<file path="src/rtl/pc_fetch.sv">
// Instruction fetch unit: sequences the PC, issues word reads to instruction
// memory, handles jump/branch redirects and hands fetched words to decode.
module pc_fetch #(
    parameter logic [31:0] RESET_PC = 32'h0000_0000
) (
    input  logic        clk,
    input  logic        rst,
    input  logic        branch_taken,
    input  logic [31:0] branch_target,
    input  logic        jump,
    input  logic [31:0] jump_target,
    output logic        imem_req,
    output logic [31:0] imem_addr,
    input  logic        imem_ack,
    input  logic [31:0] imem_rdata,
    output logic        instr_valid,
    output logic [31:0] instr,
    output logic [31:0] instr_pc,
    input  logic        instr_ready,
    output logic [15:0] fetch_count
);

    localparam logic [1:0] IDLE    = 2'd0;
    localparam logic [1:0] FETCH   = 2'd1;
    localparam logic [1:0] DISCARD = 2'd2;
    localparam logic [1:0] HOLD    = 2'd3;

    logic [1:0]  state_r;
    logic [31:0] pc_r;
    logic [31:0] pend_r;
    logic [31:0] instr_r;
    logic [31:0] instr_pc_r;
    logic        instr_valid_r;
    logic [15:0] fetch_count_r;
    logic        redirect_s;
    logic [31:0] target_s;

    // Redirect selection: jump wins over branch, targets forced word-aligned.
    always_comb begin
        redirect_s = jump | branch_taken;
        if (jump) begin
            target_s = jump_target & 32'hFFFF_FFFC;
        end else begin
            target_s = branch_target & 32'hFFFF_FFFC;
        end
    end

    // Memory request decode; DISCARD replays the address that is still in flight.
    always_comb begin
        imem_req  = 1'b0;
        imem_addr = pc_r;
        case (state_r)
            FETCH: begin
                imem_req  = 1'b1;
                imem_addr = pc_r;
            end
            DISCARD: begin
                imem_req  = 1'b1;
                imem_addr = pend_r;
            end
            default: begin
                imem_req  = 1'b0;
                imem_addr = pc_r;
            end
        endcase
    end

    // Fetch sequencer state, PC and delivered-instruction registers.
    always_ff @(posedge clk) begin
        if (rst) begin
            state_r       <= IDLE;
            pc_r          <= RESET_PC;
            pend_r        <= 32'h0000_0000;
            instr_r       <= 32'h0000_0000;
            instr_pc_r    <= 32'h0000_0000;
            instr_valid_r <= 1'b0;
            fetch_count_r <= 16'h0000;
        end else begin
            case (state_r)
                IDLE: begin
                    state_r <= FETCH;
                end
                FETCH: begin
                    if (redirect_s) begin
                        pc_r <= target_s;
                        if (!imem_ack) begin
                            pend_r  <= pc_r;
                            state_r <= DISCARD;
                        end
                    end else if (imem_ack) begin
                        instr_r       <= imem_rdata;
                        instr_pc_r    <= pc_r;
                        instr_valid_r <= 1'b1;
                        pc_r          <= pc_r + 32'd4;
                        state_r       <= HOLD;
                    end
                end
                DISCARD: begin
                    if (redirect_s) begin
                        pc_r <= target_s;
                    end
                    if (imem_ack) begin
                        state_r <= FETCH;
                    end
                end
                HOLD: begin
                    if (instr_ready) begin
                        fetch_count_r <= fetch_count_r + 16'd1;
                    end
                    if (redirect_s) begin
                        pc_r <= target_s;
                    end
                    if (redirect_s || instr_ready) begin
                        instr_valid_r <= 1'b0;
                        state_r       <= FETCH;
                    end
                end
                default: begin
                    state_r <= IDLE;
                end
            endcase
        end
    end

    assign instr_valid = instr_valid_r;
    assign instr       = instr_r;
    assign instr_pc    = instr_pc_r;
    assign fetch_count = fetch_count_r;

endmodule

</file>
<file path="config.mk">
export PLATFORM = sky130hd
export DESIGN_NAME = pc_fetch
export DESIGN_NICKNAME = d
export VERILOG_FILES = /design/src/rtl/pc_fetch.sv
export SDC_FILE = /design/constraint.sdc
export NUM_CORES = 1
export LEC_CHECK = 0
export CAP_MARGIN = 20
export CORE_MARGIN = 2
export CORE_UTILIZATION = 35
export CTS_BUF_LIST = sky130_fd_sc_hd__clkbuf_4 sky130_fd_sc_hd__clkbuf_8
export DETAILED_ROUTE_END_ITERATION = 16
export PLACE_DENSITY = 0.6
export SLEW_MARGIN = 20
export SYNTH_ARGS = -nofsm -noshare
export SYNTH_HDL_FRONTEND = slang
export SYNTH_SLANG_ARGS = --single-unit
</file>
<file path="constraint.sdc">
create_clock -name clk -period 3.5 [get_ports clk]
set_clock_uncertainty 0.05 [all_clocks]
set_input_delay 0.525 -clock clk [delete_from_list [all_inputs] [get_ports clk]]
set_output_delay 0.525 -clock clk [all_outputs]
set_load 0.05 [all_outputs]
</file>
==> metrics.md <==
| Metric | Value |
|---|---|
| Final number of hold-violating endpoints | 0 |
| Clock tree sinks | 141 |
| Remaining Overflow, GRT | 0 |
| Post-route minimum period | 3.143 ns |
| Final setup TNS | 0 ns |
| Startpoint types | flop |
| Wire length of the first global-routing pass | 33.03 mm |
| Critical R2R Launch | state_r[0]$_SDFFE_PP0P_ |
| Share of synthesized area occupied by flip-flops and latches | 41.65% |
| Number of hold buffers added after CTS | 0 |
| Required arrival time at the worst endpoint | 2.92 ns |
| Peak supply drop | 289.2 µV |
| Cell accounting for the most synthesized area | sky130_fd_sc_hd__dfxtp_1 |
| TritonCTS clock tree | built |
| Cell-internal power | 2.702 mW |
| Number of DRC violations after detailed-routing iteration 0 | 456 |
| Post-synthesis register bit count | 141 |
| CTS root buf | sky130_fd_sc_hd__clkbuf_8 |
| Die X-Extent | 143.1 µm |
| DR pass1 iterations | 5 |
| Inserted Diodes | 0 |
| Maximum fanout along the worst path | 40 |
| Number of global-route vias before repair | 6,261 |
| Worst hold slack | 0.4051 ns |
| HP Class | flop to flop |
| Maximum frequency from static timing analysis | 318.1 MHz |
| Clk buf depth | 2 |
| Total power density per cell area | 426.2 mW/mm² |
| Clock buffers created by TritonCTS | 17 |
| Overall track demand over capacity in global routing | 20.34% |
| PostCTS Resize Cnt | 1 |
| Drc violations | 0 |
| First element of the critical path | state_r[0]$_SDFFE_PP0P_ |
| Post-CTS setup buffer count | 0 |
| Number of violations of the max-capacitance limit | 0 |
| Number of routed nets with antenna violations | 0 |
| Unique cell type count in the Yosys netlist | 59 |
| Starting Density | roughly 36% |
| Top-level port count | 216 |
| Most common flop cell mapped by yosys | sky130_fd_sc_hd__dfxtp_1 |
| Slew at the pin closest to its max-slew limit | 0.7271 ns |
| Fraction of registers with async set/reset | 0% |
| Gate count of the mapped netlist | 871 |
| Ys Warns | 0 |
| Number of port buffers | 207 |
| Combinational share of power | 23.3% |
| Leakage | 3.210 nW |
| Switching power | about 1.3 mW |
| Vertical die dimension | about 140 µm |
| Top cells by area in the synthesized netlist | sky130_fd_sc_hd__dfxtp_1 42%, sky130_fd_sc_hd__nand2_1 13%, sky130_fd_sc_hd__a21oi_1 9.5% |
| Run status | completed |
| Via total after detailed routing | 6,728 |
| Final standard cell count with taps included and fillers excluded | 1,317 |
| Clk Latency, worst-skew pair | around 0.44 ns |
| Post-detailed-placement half-perimeter wirelength | 14.21 mm |
| Core box area | 0.01883 mm² |
| Synth top area share | a little over two fifths |
| Sw frac | 33.06% |
| Launch point of the worst hold path | instr[17]$_SDFFE_PP0P_ |
| Initial antenna violation count | 0 |
| Row Count | 50 |
| Critical path start-end classification | flop to output port |
| Seq pwr share | 43.9% |
| Number of slew-limit violations in the final report | 0 |
| Cell Area, Synth | 0.006776 mm² |
| Fin crit share | 89.81% |
| Via count normalized by instance count | 5.109 |
| Weighted congestion at the end of routability-driven global placement | 0.8581 |
| Per-cell routed wire length | 15.97 µm |
| Endpoint type of the worst setup path | output port |
| Detailed-route wire length | 21.03 mm |
| Clock transition at the register clock pins on the worst setup and hold paths after CTS | 0.08 ns |
| Count of final setup violators | 0 |
| Fraction of layout instances using a drive strength above 1 | 9.555% |
| EDFF count, synth | 0 |
| Relative area change from synthesis to final layout | 39.73% |
| Syn Area/Cell | a little under 8 µm² |
| Portion of total power attributed to the clock network | 32.7% |
| Data arrival time at the worst-slack endpoint | 2.57 ns |
| Placed Instances | 1,286 |
| Full die area | 0.02049 mm² |
| Pin count of the biggest net entering global routing | 137 |
| Htree depth | 4 |
| Max transition margin | 51.39% |
| RSZ-0062 raised after global routing | no |
| Net count, final | 1,152 |
## area by class of cell
cell class                 instances  area (µm²)
fill                            1841        9361
multi-input combinational        647        3631
sequential                       141        2823
timing repair buffer             226        2257
tap                              260       325.3
clock buffer                      18       247.7
clock inverter                    13       140.1
inverter                          12       45.04
## sequential cells by signal, summed over array words and instances (netlist names)
name / count
fetch_count: 16
instr: 32
instr_pc: 30
instr_valid: 1
pc_r: 30
pend_r: 30
state_r: 2
## routing by layer
layer / track usage [%] / up-vias / share of wire, %
li1: - / 3358 / -
met1: 27.51 / 3144 / 46
met2: 32.06 / 206 / 46
met3: 4.661 / 20 / 6.3
met4: 6.618 / 0 / 1.4
met5: 0 / - / 0
## cell usage in the layout, fill, tap and decap left out, types with 4 or more instances in the layout
cell and instances:
sky130_fd_sc_hd__a32o_1 4, sky130_fd_sc_hd__mux2_2 33, sky130_fd_sc_hd__mux2i_1 25, sky130_fd_sc_hd__o21ai_0 29, sky130_fd_sc_hd__and3_1 5, sky130_fd_sc_hd__a31oi_1 5, sky130_fd_sc_hd__inv_1 10, sky130_fd_sc_hd__nand2_1 230
sky130_fd_sc_hd__a21oi_1 128, sky130_fd_sc_hd__or3_1 5, sky130_fd_sc_hd__nand3_1 13, sky130_fd_sc_hd__clkdlybuf4s50_1 205, sky130_fd_sc_hd__buf_12 4, sky130_fd_sc_hd__o31ai_1 4, sky130_fd_sc_hd__dfxtp_1 141, sky130_fd_sc_hd__conb_1 4
sky130_fd_sc_hd__nor4_1 10, sky130_fd_sc_hd__xor2_1 8, sky130_fd_sc_hd__o211ai_1 5, sky130_fd_sc_hd__clkinvlp_4 4, sky130_fd_sc_hd__nor2_1 37, sky130_fd_sc_hd__xnor2_1 6, sky130_fd_sc_hd__buf_4 16, sky130_fd_sc_hd__ha_1 4
sky130_fd_sc_hd__nor3_1 25, sky130_fd_sc_hd__nand4_1 13, sky130_fd_sc_hd__clkbuf_8 18
## path summary, 6_finish.rpt
kind	end	slack, ns	cells after the start
worst max-delay path	imem_addr[31]	0.36	4
worst min-delay path	instr[17]$_SDFFE_PP0P_	0.41	2
worst max register to register	pc_r[18]$_SDFFE_PP0P_	0.99	7
worst min register to register	instr[17]$_SDFFE_PP0P_	0.41	2
## power groups by stage
stage | Sequential, mW | Combinational [mW] | Clock (mW)
2_1_floorplan | 1.80 | 0.568 | 0
3_3_place_gp | 1.81 | 0.936 | 0
5_1_grt | 1.79 | 1.01 | 1.42
3_5_place_dp | 1.81 | 0.940 | 0
4_1_cts | 1.77 | 0.948 | 1.36
6_report | 1.77 | 0.942 | 1.32
## stage by stage
stage	setup slack, ns	utilization, %	power (mW)	area [µm²]
5_1_grt	0.1998	50.29	4.220	9469
4_1_cts	0.2993	50.29	4.081	9469
3_3_place_gp	0.4934	48.17	2.743	9071
2_1_floorplan	0.7391	-	2.373	6788
3_5_place_dp	0.4824	48.17	2.749	9071
6_report	0.3567	50.29	4.036	9469
## cell families after synthesis
family,after synthesis,share of synthesized area [%]
buf+inv,86,5.373
fa+ha+maj,5,0.9232
compound gates,203,17.02
flops,141,41.65
simple gates,362,23.76
xor+xnor,14,1.809
other cells,1,0.05534
mux,59,9.398
## critical path, cell delays in order (launching register included)
cell and delay (ns):
sky130_fd_sc_hd__dfxtp_1 0.33, sky130_fd_sc_hd__inv_1 0.12, sky130_fd_sc_hd__ha_4 0.54, sky130_fd_sc_hd__mux2_2 0.41, sky130_fd_sc_hd__clkdlybuf4s50_1 0.72
## cells in the mapped netlist (6+ instances only)
| cell | number |
|---|---|
| sky130_fd_sc_hd__nand2_1 | 230 |
| sky130_fd_sc_hd__dfxtp_1 | 141 |
| sky130_fd_sc_hd__a21oi_1 | 128 |
| sky130_fd_sc_hd__clkbuf_1 | 52 |
| sky130_fd_sc_hd__nor2_1 | 38 |
| sky130_fd_sc_hd__mux2_2 | 33 |
| sky130_fd_sc_hd__o21ai_0 | 29 |
| sky130_fd_sc_hd__mux2i_1 | 25 |
| sky130_fd_sc_hd__nor3_1 | 25 |
| sky130_fd_sc_hd__buf_2 | 15 |
| sky130_fd_sc_hd__nand3_1 | 14 |
| sky130_fd_sc_hd__nand4_1 | 13 |
| sky130_fd_sc_hd__inv_1 | 10 |
| sky130_fd_sc_hd__nor4_1 | 10 |
| sky130_fd_sc_hd__xor2_1 | 8 |
| sky130_fd_sc_hd__xnor2_1 | 6 |
No activity file was read; power rests on OpenSTA's default activity.
